## src/rtl/zone_stat_scheduler.sv

```systemverilog
// -----------------------------------------------------------------------------
// zone_stat_scheduler
//
// Purpose:
//   Local-dimming zone statistics for a mini-LED backlight. Pixels arrive as a
//   registered gray stream with their coordinates. For every zone in the
//   current zone-row band the block tracks the peak gray level and the gray
//   sum. When a band completes, its 16 records {zone_x, zone_y, max, mean} are
//   drained over a valid/ready stream while the next band accumulates into the
//   other bank. If the previous band is still draining when a new band
//   completes, the new band is dropped and counted.
//
// Ports:
//   i_pix_clk   pixel clock (only clock)
//   rst_n       asynchronous active-low reset
//   gray_de     data_gray / pix_x / pix_y valid this cycle
//   data_gray   8-bit gray pixel value
//   pix_x       pixel column, 1..H_ACT
//   pix_y       pixel row,    1..V_ACT
//   zone_valid  zone record valid
//   zone_ready  downstream accepts the record when zone_valid && zone_ready
//   zone_x      zone column of the record
//   zone_y      zone row of the record
//   zone_max    peak gray in the zone
//   zone_avg    mean gray in the zone, clamped to 255
//   frame_done  1-cycle pulse after the last record of the last band is accepted
//   band_drop   1-cycle pulse when a completed band is discarded
//   drop_cnt    saturating count of dropped bands since reset
// -----------------------------------------------------------------------------
module zone_stat_scheduler #(
   parameter int H_ACT     = 1280,
   parameter int V_ACT     = 800,
   parameter int ZONE_W    = 80,
   parameter int ZONE_H    = 80,
   parameter int AVG_MUL   = 41,
   parameter int AVG_SHIFT = 18
) (
   input  logic        i_pix_clk,
   input  logic        rst_n,
   input  logic        gray_de,
   input  logic [7:0]  data_gray,
   input  logic [10:0] pix_x,
   input  logic [10:0] pix_y,
   output logic        zone_valid,
   input  logic        zone_ready,
   output logic [3:0]  zone_x,
   output logic [3:0]  zone_y,
   output logic [7:0]  zone_max,
   output logic [7:0]  zone_avg,
   output logic        frame_done,
   output logic        band_drop,
   output logic [7:0]  drop_cnt
);

   localparam int ZONES_X = H_ACT / ZONE_W;
   localparam int ZONES_Y = V_ACT / ZONE_H;
   localparam int SUM_W   = $clog2(ZONE_W * ZONE_H * 255 + 1);
   localparam int MUL_W   = $clog2(AVG_MUL + 1);
   localparam int PROD_W  = SUM_W + MUL_W;
   localparam int CW      = $clog2(ZONE_W + 1);
   localparam int RW      = $clog2(ZONE_H + 1);

   localparam logic [10:0]     H_LAST   = 11'(H_ACT);
   localparam logic [CW-1:0]   COL_WRAP = CW'(ZONE_W);
   localparam logic [RW-1:0]   ROW_WRAP = RW'(ZONE_H);
   localparam logic [3:0]      LAST_K   = 4'(ZONES_X - 1);
   localparam logic [3:0]      LAST_ZY  = 4'(ZONES_Y - 1);
   localparam logic [PROD_W-1:0] AVG_CLAMP = PROD_W'(255);

   localparam logic [0:0] ST_IDLE  = 1'b0;
   localparam logic [0:0] ST_DRAIN = 1'b1;

   // ---------------------------------------------------------------------------
   // Zone position tracking. The _d values are the position of the pixel on
   // the inputs this cycle; the _q values are the position of the last pixel.
   // ---------------------------------------------------------------------------
   logic [CW-1:0] col_q, col_d;
   logic [RW-1:0] row_q, row_d;
   logic [3:0]    zx_q, zx_d;
   logic [3:0]    zy_q, zy_d;
   logic          band_end_q, band_end_d;

   // NOTE: every always_comb output gets a default first, so no path can
   // leave a signal unassigned and infer a latch.
   always_comb begin
      col_d = col_q;
      zx_d  = zx_q;
      row_d = row_q;
      zy_d  = zy_q;
      if (gray_de) begin
         if (pix_x == 11'd1) begin
            col_d = CW'(1);
            zx_d  = 4'd0;
            if (pix_y == 11'd1) begin
               row_d = RW'(1);
               zy_d  = 4'd0;
            end else if (row_q == ROW_WRAP) begin
               row_d = RW'(1);
               zy_d  = zy_q + 4'd1;
            end else begin
               row_d = row_q + RW'(1);
            end
         end else if (col_q == COL_WRAP) begin
            col_d = CW'(1);
            zx_d  = zx_q + 4'd1;
         end else begin
            col_d = col_q + CW'(1);
         end
      end
   end

   // Last pixel of the last line of a zone row (cycle N).
   assign band_end_d = gray_de && (pix_x == H_LAST) && (row_d == ROW_WRAP);

   // ---------------------------------------------------------------------------
   // Drain control state
   // ---------------------------------------------------------------------------
   logic [0:0] state_q, state_d;
   logic       sel_q, sel_d;         // bank currently accumulating
   logic [3:0] k_q, k_d;             // entry currently presented
   logic [3:0] band_zy_q, band_zy_d;
   logic       valid_q, valid_d;
   logic [7:0] max_q, max_d;
   logic [7:0] avg_q, avg_d;
   logic       frame_done_q, frame_done_d;
   logic [7:0] drop_cnt_q, drop_cnt_d;

   // A swap happens the cycle after band end, only if nothing is draining.
   logic swap;
   assign swap = band_end_q && (state_q == ST_IDLE);

   // ---------------------------------------------------------------------------
   // Two banks of 16 x {max, sum}
   // ---------------------------------------------------------------------------
   logic [7:0]       max_mem [2][16];
   logic [SUM_W-1:0] sum_mem [2][16];

   logic             wr_bank;
   logic             first_pix;
   logic [7:0]       acc_max, new_max;
   logic [SUM_W-1:0] acc_sum, new_sum;

   // The pixel arriving on the swap cycle already belongs to the next band,
   // so it must land in the bank that is about to become the accumulator.
   always_comb begin
      wr_bank   = swap ? ~sel_q : sel_q;
      first_pix = (col_d == CW'(1)) && (row_d == RW'(1));
      acc_max   = max_mem[wr_bank][zx_d];
      acc_sum   = sum_mem[wr_bank][zx_d];
      if (first_pix) begin
         new_max = data_gray;
         new_sum = SUM_W'(data_gray);
      end else begin
         new_max = (data_gray > acc_max) ? data_gray : acc_max;
         new_sum = acc_sum + SUM_W'(data_gray);
      end
   end

   // NOTE: bank storage has no reset; every entry is overwritten by the first
   // pixel of its zone before it can be drained, so stale contents never leak.
   always_ff @(posedge i_pix_clk) begin
      if (gray_de) begin
         max_mem[wr_bank][zx_d] <= new_max;
         sum_mem[wr_bank][zx_d] <= new_sum;
      end
   end

   // ---------------------------------------------------------------------------
   // Drain read path: entry 0 of the freshly completed bank on a swap,
   // otherwise the entry following the one currently presented.
   // ---------------------------------------------------------------------------
   logic              rd_bank;
   logic [3:0]        rd_idx;
   logic [7:0]        rd_max;
   logic [SUM_W-1:0]  rd_sum;
   logic [PROD_W-1:0] prod;
   logic [PROD_W-1:0] avg_wide;
   logic [7:0]        rd_avg;

   always_comb begin
      rd_bank  = swap ? sel_q : ~sel_q;
      rd_idx   = swap ? 4'd0 : k_q + 4'd1;
      rd_max   = max_mem[rd_bank][rd_idx];
      rd_sum   = sum_mem[rd_bank][rd_idx];
      prod     = PROD_W'(rd_sum) * PROD_W'(AVG_MUL);
      avg_wide = prod >> AVG_SHIFT;
      rd_avg   = (avg_wide > AVG_CLAMP) ? 8'hFF : avg_wide[7:0];
   end

   // ---------------------------------------------------------------------------
   // Drain FSM
   // ---------------------------------------------------------------------------
   logic accept;
   assign accept = valid_q && zone_ready;

   always_comb begin
      state_d      = state_q;
      sel_d        = sel_q;
      k_d          = k_q;
      band_zy_d    = band_zy_q;
      valid_d      = valid_q;
      max_d        = max_q;
      avg_d        = avg_q;
      frame_done_d = 1'b0;
      drop_cnt_d   = drop_cnt_q;
      case (state_q)
         ST_IDLE: begin
            if (band_end_q) begin
               state_d   = ST_DRAIN;
               sel_d     = ~sel_q;
               k_d       = 4'd0;
               band_zy_d = zy_q;   // still the zone row of pixel N
               valid_d   = 1'b1;
               max_d     = rd_max;
               avg_d     = rd_avg;
            end
         end
         ST_DRAIN: begin
            if (band_end_q && (drop_cnt_q != 8'hFF)) begin
               drop_cnt_d = drop_cnt_q + 8'd1;
            end
            if (accept) begin
               if (k_q == LAST_K) begin
                  state_d      = ST_IDLE;
                  valid_d      = 1'b0;
                  frame_done_d = (band_zy_q == LAST_ZY);
               end else begin
                  k_d   = k_q + 4'd1;
                  max_d = rd_max;
                  avg_d = rd_avg;
               end
            end
         end
         default: state_d = ST_IDLE;
      endcase
   end

   // NOTE: sequential state uses non-blocking assignments only, so every flop
   // samples the pre-edge value of the others regardless of evaluation order.
   always_ff @(posedge i_pix_clk or negedge rst_n) begin
      if (!rst_n) begin
         col_q        <= '0;
         row_q        <= '0;
         zx_q         <= '0;
         zy_q         <= '0;
         band_end_q   <= 1'b0;
         state_q      <= ST_IDLE;
         sel_q        <= 1'b0;
         k_q          <= '0;
         band_zy_q    <= '0;
         valid_q      <= 1'b0;
         max_q        <= '0;
         avg_q        <= '0;
         frame_done_q <= 1'b0;
         drop_cnt_q   <= '0;
      end else begin
         col_q        <= col_d;
         row_q        <= row_d;
         zx_q         <= zx_d;
         zy_q         <= zy_d;
         band_end_q   <= band_end_d;
         state_q      <= state_d;
         sel_q        <= sel_d;
         k_q          <= k_d;
         band_zy_q    <= band_zy_d;
         valid_q      <= valid_d;
         max_q        <= max_d;
         avg_q        <= avg_d;
         frame_done_q <= frame_done_d;
         drop_cnt_q   <= drop_cnt_d;
      end
   end

   assign zone_valid = valid_q;
   assign zone_x     = k_q;
   assign zone_y     = band_zy_q;
   assign zone_max   = max_q;
   assign zone_avg   = avg_q;
   assign frame_done = frame_done_q;
   assign band_drop  = band_end_q && (state_q == ST_DRAIN);
   assign drop_cnt   = drop_cnt_q;

endmodule

```

## config.mk

```make
export PLATFORM = sky130hd
export DESIGN_NAME = zone_stat_scheduler
export DESIGN_NICKNAME = d
export VERILOG_FILES = /design/src/rtl/zone_stat_scheduler.sv
export SDC_FILE = /design/constraint.sdc
export NUM_CORES = 2
export LEC_CHECK = 0
export CORE_ASPECT_RATIO = 0.6
export CORE_MARGIN = 2
export CORE_UTILIZATION = 45
export CTS_CLUSTER_DIAMETER = 40
export DETAILED_ROUTE_END_ITERATION = 10
export DONT_BUFFER_PORTS = 1
export PLACE_DENSITY = 0.64
export SLEW_MARGIN = 20
export SYNTH_ARGS = -nofsm -noshare
export SYNTH_HDL_FRONTEND = slang
export SYNTH_SLANG_ARGS = --single-unit
```

## constraint.sdc

```tcl
create_clock -name i_pix_clk -period 7.6 [get_ports i_pix_clk]
set_input_delay 1.52 -clock i_pix_clk [delete_from_list [all_inputs] [get_ports i_pix_clk]]
set_output_delay 1.52 -clock i_pix_clk [all_outputs]
set_load 0.01 [all_outputs]
```

==> impl_metrics.ini <==
[cts]
cts_hold_buffers = 0
count_of_instances_resized_after_the_clock_tree_is_built = 0
insertion_delay_ps = 750
clk_path_buf_depth = 3
cts-buffers-inserted = 108
path_clk_slew_ps = 60
cts_tree = yes
cts_htree_levels = 3
post-cts-setup-buffers = 0
tritoncts_num_sinks = 987
cts_root_buffer = sky130_fd_sc_hd__clkbuf_16

[worst_hold_path]
worst_hold_path_class = in -> async

[synthesis]
yosysSeqAreaShare_pct = 57.43
synthTopCellsByArea = sky130_fd_sc_hd__edfxtp_1, sky130_fd_sc_hd__mux4_2, sky130_fd_sc_hd__mux2i_1
post_synthesis_cell_count = 4337
syn_nets = 4477
yosysWarningCount = 0
synth_cell_types = 83
postSynth.topFlopCell = sky130_fd_sc_hd__edfxtp_1
netlist.area_leader.share_pct = 54.54
syn-cell-area_mm2 = 0.05110
postSynthRegisterBits = 987
yosys.area.top_type = sky130_fd_sc_hd__edfxtp_1
synth_async_sr_flop_share_pct = 5.978
synth-edff-count = 928
syn_area_per_cell_um2 = 11.78

[timing]
worst_slew_margin_relative_to_its_limit_pct = 21.40
max_clock_freq_mhz = 136.7
min_setup_slack_post_route_ps = 283.4
setup_viol = 0
skew_ps = 36.04
tightestPinTransition_ps = 1175
timing_max_transition_violations_final = 0
hold_violations = 0
setup-tns-final_ps = 0
period_share_pct = 96.27
rsz0062_at_grt = false
finalWorstPathRequiredPeriod_ps = 7317

[power]
power_frac_clock_pct = 20.2
power.leakage_nw = 20.15
power.ir.vdd_worst_v = 0.0009341
cellInternalPower_w = 0.01552
seq_power_share_pct = 28.9
switching_share_pct = 42.80
net_switching_power_w = 0.01161
comb_power_share_pct = 50.9
power_per_standard_cell_area_mw_per_mm2 = 470.9

[die]
rows = 95
fp.coreArea_mm2 = 0.1123
initial_utilization_pct = 45.49
die_area_mm2 = 0.1163
floorplan.die.height_um = 265.0
die_width_um = 439.0
ioPinCount = 69

[finish]
antenna_cells_inserted = 0
layout-drive-gt1-share_pct = 14.12
layout_commonest_cell = sky130_fd_sc_hd__edfxtp_1
layout.filler_cells = 9597
nNetsFinal = 4452
final_area_mm2 = 0.05762
finish.cell_count_without_fillers = 5907
final_cell_mix = sky130_fd_sc_hd__edfxtp_1, sky130_fd_sc_hd__nand2_1, sky130_fd_sc_hd__o21ai_0
layout-area-overhead-vs-synth_pct = 12.76

[global_routing]
number_of_global_route_vias_before_repair = 36262
grt_start_max_net_pins = 89
total_global_routing_overflow = 0
antenna_violations_before_repair = 3
grt_usage_pct = 31.93
grt_pass1_wl_mm = 267.4

[drt]
detail-route-antenna-nets = 0
drt_iter0_markers = 7378
wl_mm = 189.2
wire_per_inst_um = 32.03
detailedRoute.firstPassIterationCount = 7
remaining_drc_errors = 0
drt-vias-per-instance = 6.787
detailroute.via_count = 40091

[setup_path]
critPathLaunchType = flip-flop
rr_startpoint = zone_x[1]
endpoint_kind = flip-flop
timing.rr.end = zone_avg[5]
timing.critical_path.required_ps = 8260
crit_type = reg -> reg
crit_arrival_ps = 7980
timing.reg2reg.worst_path_depth = 22
largest_fanout_on_the_critical_path = 18
reg2reg_setup_slack_ps = 280

[place]
place.port_buffers = 0
numPlacedInstances = 5705
placed_cell_area_mm2 = 0.05391
dpl_worst_slack_ps = 241.2
gp_congestion = 0.9281
detailedPlacementHpwl_mm = 113.6

[status]
outcome = complete, no violations

[job]
drv.max_cap_violation_count = 0
worst max path at each step:
stage,start,endpoint,slack (ps)
2_1_floorplan,gray_de,sum_mem[0][104],160
3_3_place_gp,pix_x[1],sum_mem[1][199],160
3_5_place_dp,pix_x[1],sum_mem[1][199],240
4_1_cts,zone_x[1],zone_avg[5],520
5_1_grt,zone_x[1],zone_avg[5],90
6_report,zone_x[1],zone_avg[5],280
kinds of logic after synthesis:
logic type	count (synthesis)	synth area share [%]
XOR/XNOR	38	0.6514
flip-flops	987	57.43
adder cells (fa/ha/maj)	106	2.831
AO/OA/AOI/OAI	1106	13.67
multiplexers	352	9.998
buffers and inverters	502	3.893
AND/OR/NAND/NOR	1246	11.53
flip-flops by register name (all words and copies together), names as in the netlist, 4 cells and up:
| signal | count |
|---|---|
| row_q | 7 |
| zone_x | 4 |
| zone_max | 8 |
| col_q | 7 |
| max_mem | 256 |
| zx_q | 4 |
| sum_mem | 672 |
| zy_q | 4 |
| zone_y | 4 |
| zone_avg | 8 |
| drop_cnt | 8 |
per-layer routing:
layer	vias up	track usage, %	wire (um)
met5	-	0	0
met4	0	10.69	7223
met3	490	12.91	33570
met2	3470	41.80	73570
met1	19561	47.39	74840
li1	16570	-	-
final cells by class:
class                      count  area (um2)  share of cell area, %
sequential                   987       29350                  50.94
multi-input combinational   2848       20140                  34.95
clock inverter                73       833.3                  1.446
inverter                     151       574.3                 0.9968
clock buffer                 129        2844                  4.936
tap                         1503        1881                  3.264
timing repair buffer         216        1997                  3.466
through the flow:
step | hold slack (ps) | utilization, % | power [W]
6_report | 481.4 | 51.29 | 0.02713
3_3_place_gp | 487.4 | 47.99 | 0.02092
2_1_floorplan | 458.6 | - | 0.01654
3_5_place_dp | 486.9 | 48.00 | 0.02118
4_1_cts | 447.8 | 51.27 | 0.02667
5_1_grt | 460.5 | 51.29 | 0.02841
cell usage after synthesis, types with 80 or more instances:
cell,count
sky130_fd_sc_hd__nand3_1,176
sky130_fd_sc_hd__o21ai_0,353
sky130_fd_sc_hd__a211oi_1,124
sky130_fd_sc_hd__nor2_1,144
sky130_fd_sc_hd__o22ai_1,80
sky130_fd_sc_hd__nand2_1,533
sky130_fd_sc_hd__clkbuf_1,239
sky130_fd_sc_hd__a21oi_1,223
sky130_fd_sc_hd__inv_1,149
sky130_fd_sc_hd__nor3_1,116
sky130_fd_sc_hd__mux4_2,125
sky130_fd_sc_hd__mux2i_1,210
sky130_fd_sc_hd__edfxtp_1,928
sky130_fd_sc_hd__ha_1,90
worst max-delay path, cell delays in order, from the launching register on:
cell	delay, ps
sky130_fd_sc_hd__dfrtp_1	500
sky130_fd_sc_hd__ha_4	410
sky130_fd_sc_hd__nor3b_2	860
sky130_fd_sc_hd__buf_4	390
sky130_fd_sc_hd__buf_4	390
sky130_fd_sc_hd__a221oi_1	180
sky130_fd_sc_hd__o21ai_0	230
sky130_fd_sc_hd__o21ai_0	120
sky130_fd_sc_hd__o21ai_0	310
sky130_fd_sc_hd__ha_1	320
sky130_fd_sc_hd__fa_1	460
sky130_fd_sc_hd__ha_1	290
sky130_fd_sc_hd__ha_1	300
sky130_fd_sc_hd__a21o_1	180
sky130_fd_sc_hd__a21oi_1	220
sky130_fd_sc_hd__o21bai_1	90
sky130_fd_sc_hd__a21oi_1	190
sky130_fd_sc_hd__nor2_1	60
sky130_fd_sc_hd__nor3_1	430
sky130_fd_sc_hd__and2_1	330
sky130_fd_sc_hd__o21ai_1	190
sky130_fd_sc_hd__or4b_2	630
sky130_fd_sc_hd__nand4_1	110
power groups by stage:
stage | clock network (W) | logic, W | registers [W]
after floorplan | 0 | 0.00862 | 0.00792
after global routing | 0.00573 | 0.0148 | 0.00787
after detailed placement | 0 | 0.0132 | 0.00796
after global placement | 0 | 0.0130 | 0.00795
after CTS | 0.00552 | 0.0133 | 0.00784
final | 0.00549 | 0.0138 | 0.00785
Power figures use the tool's default switching activity.
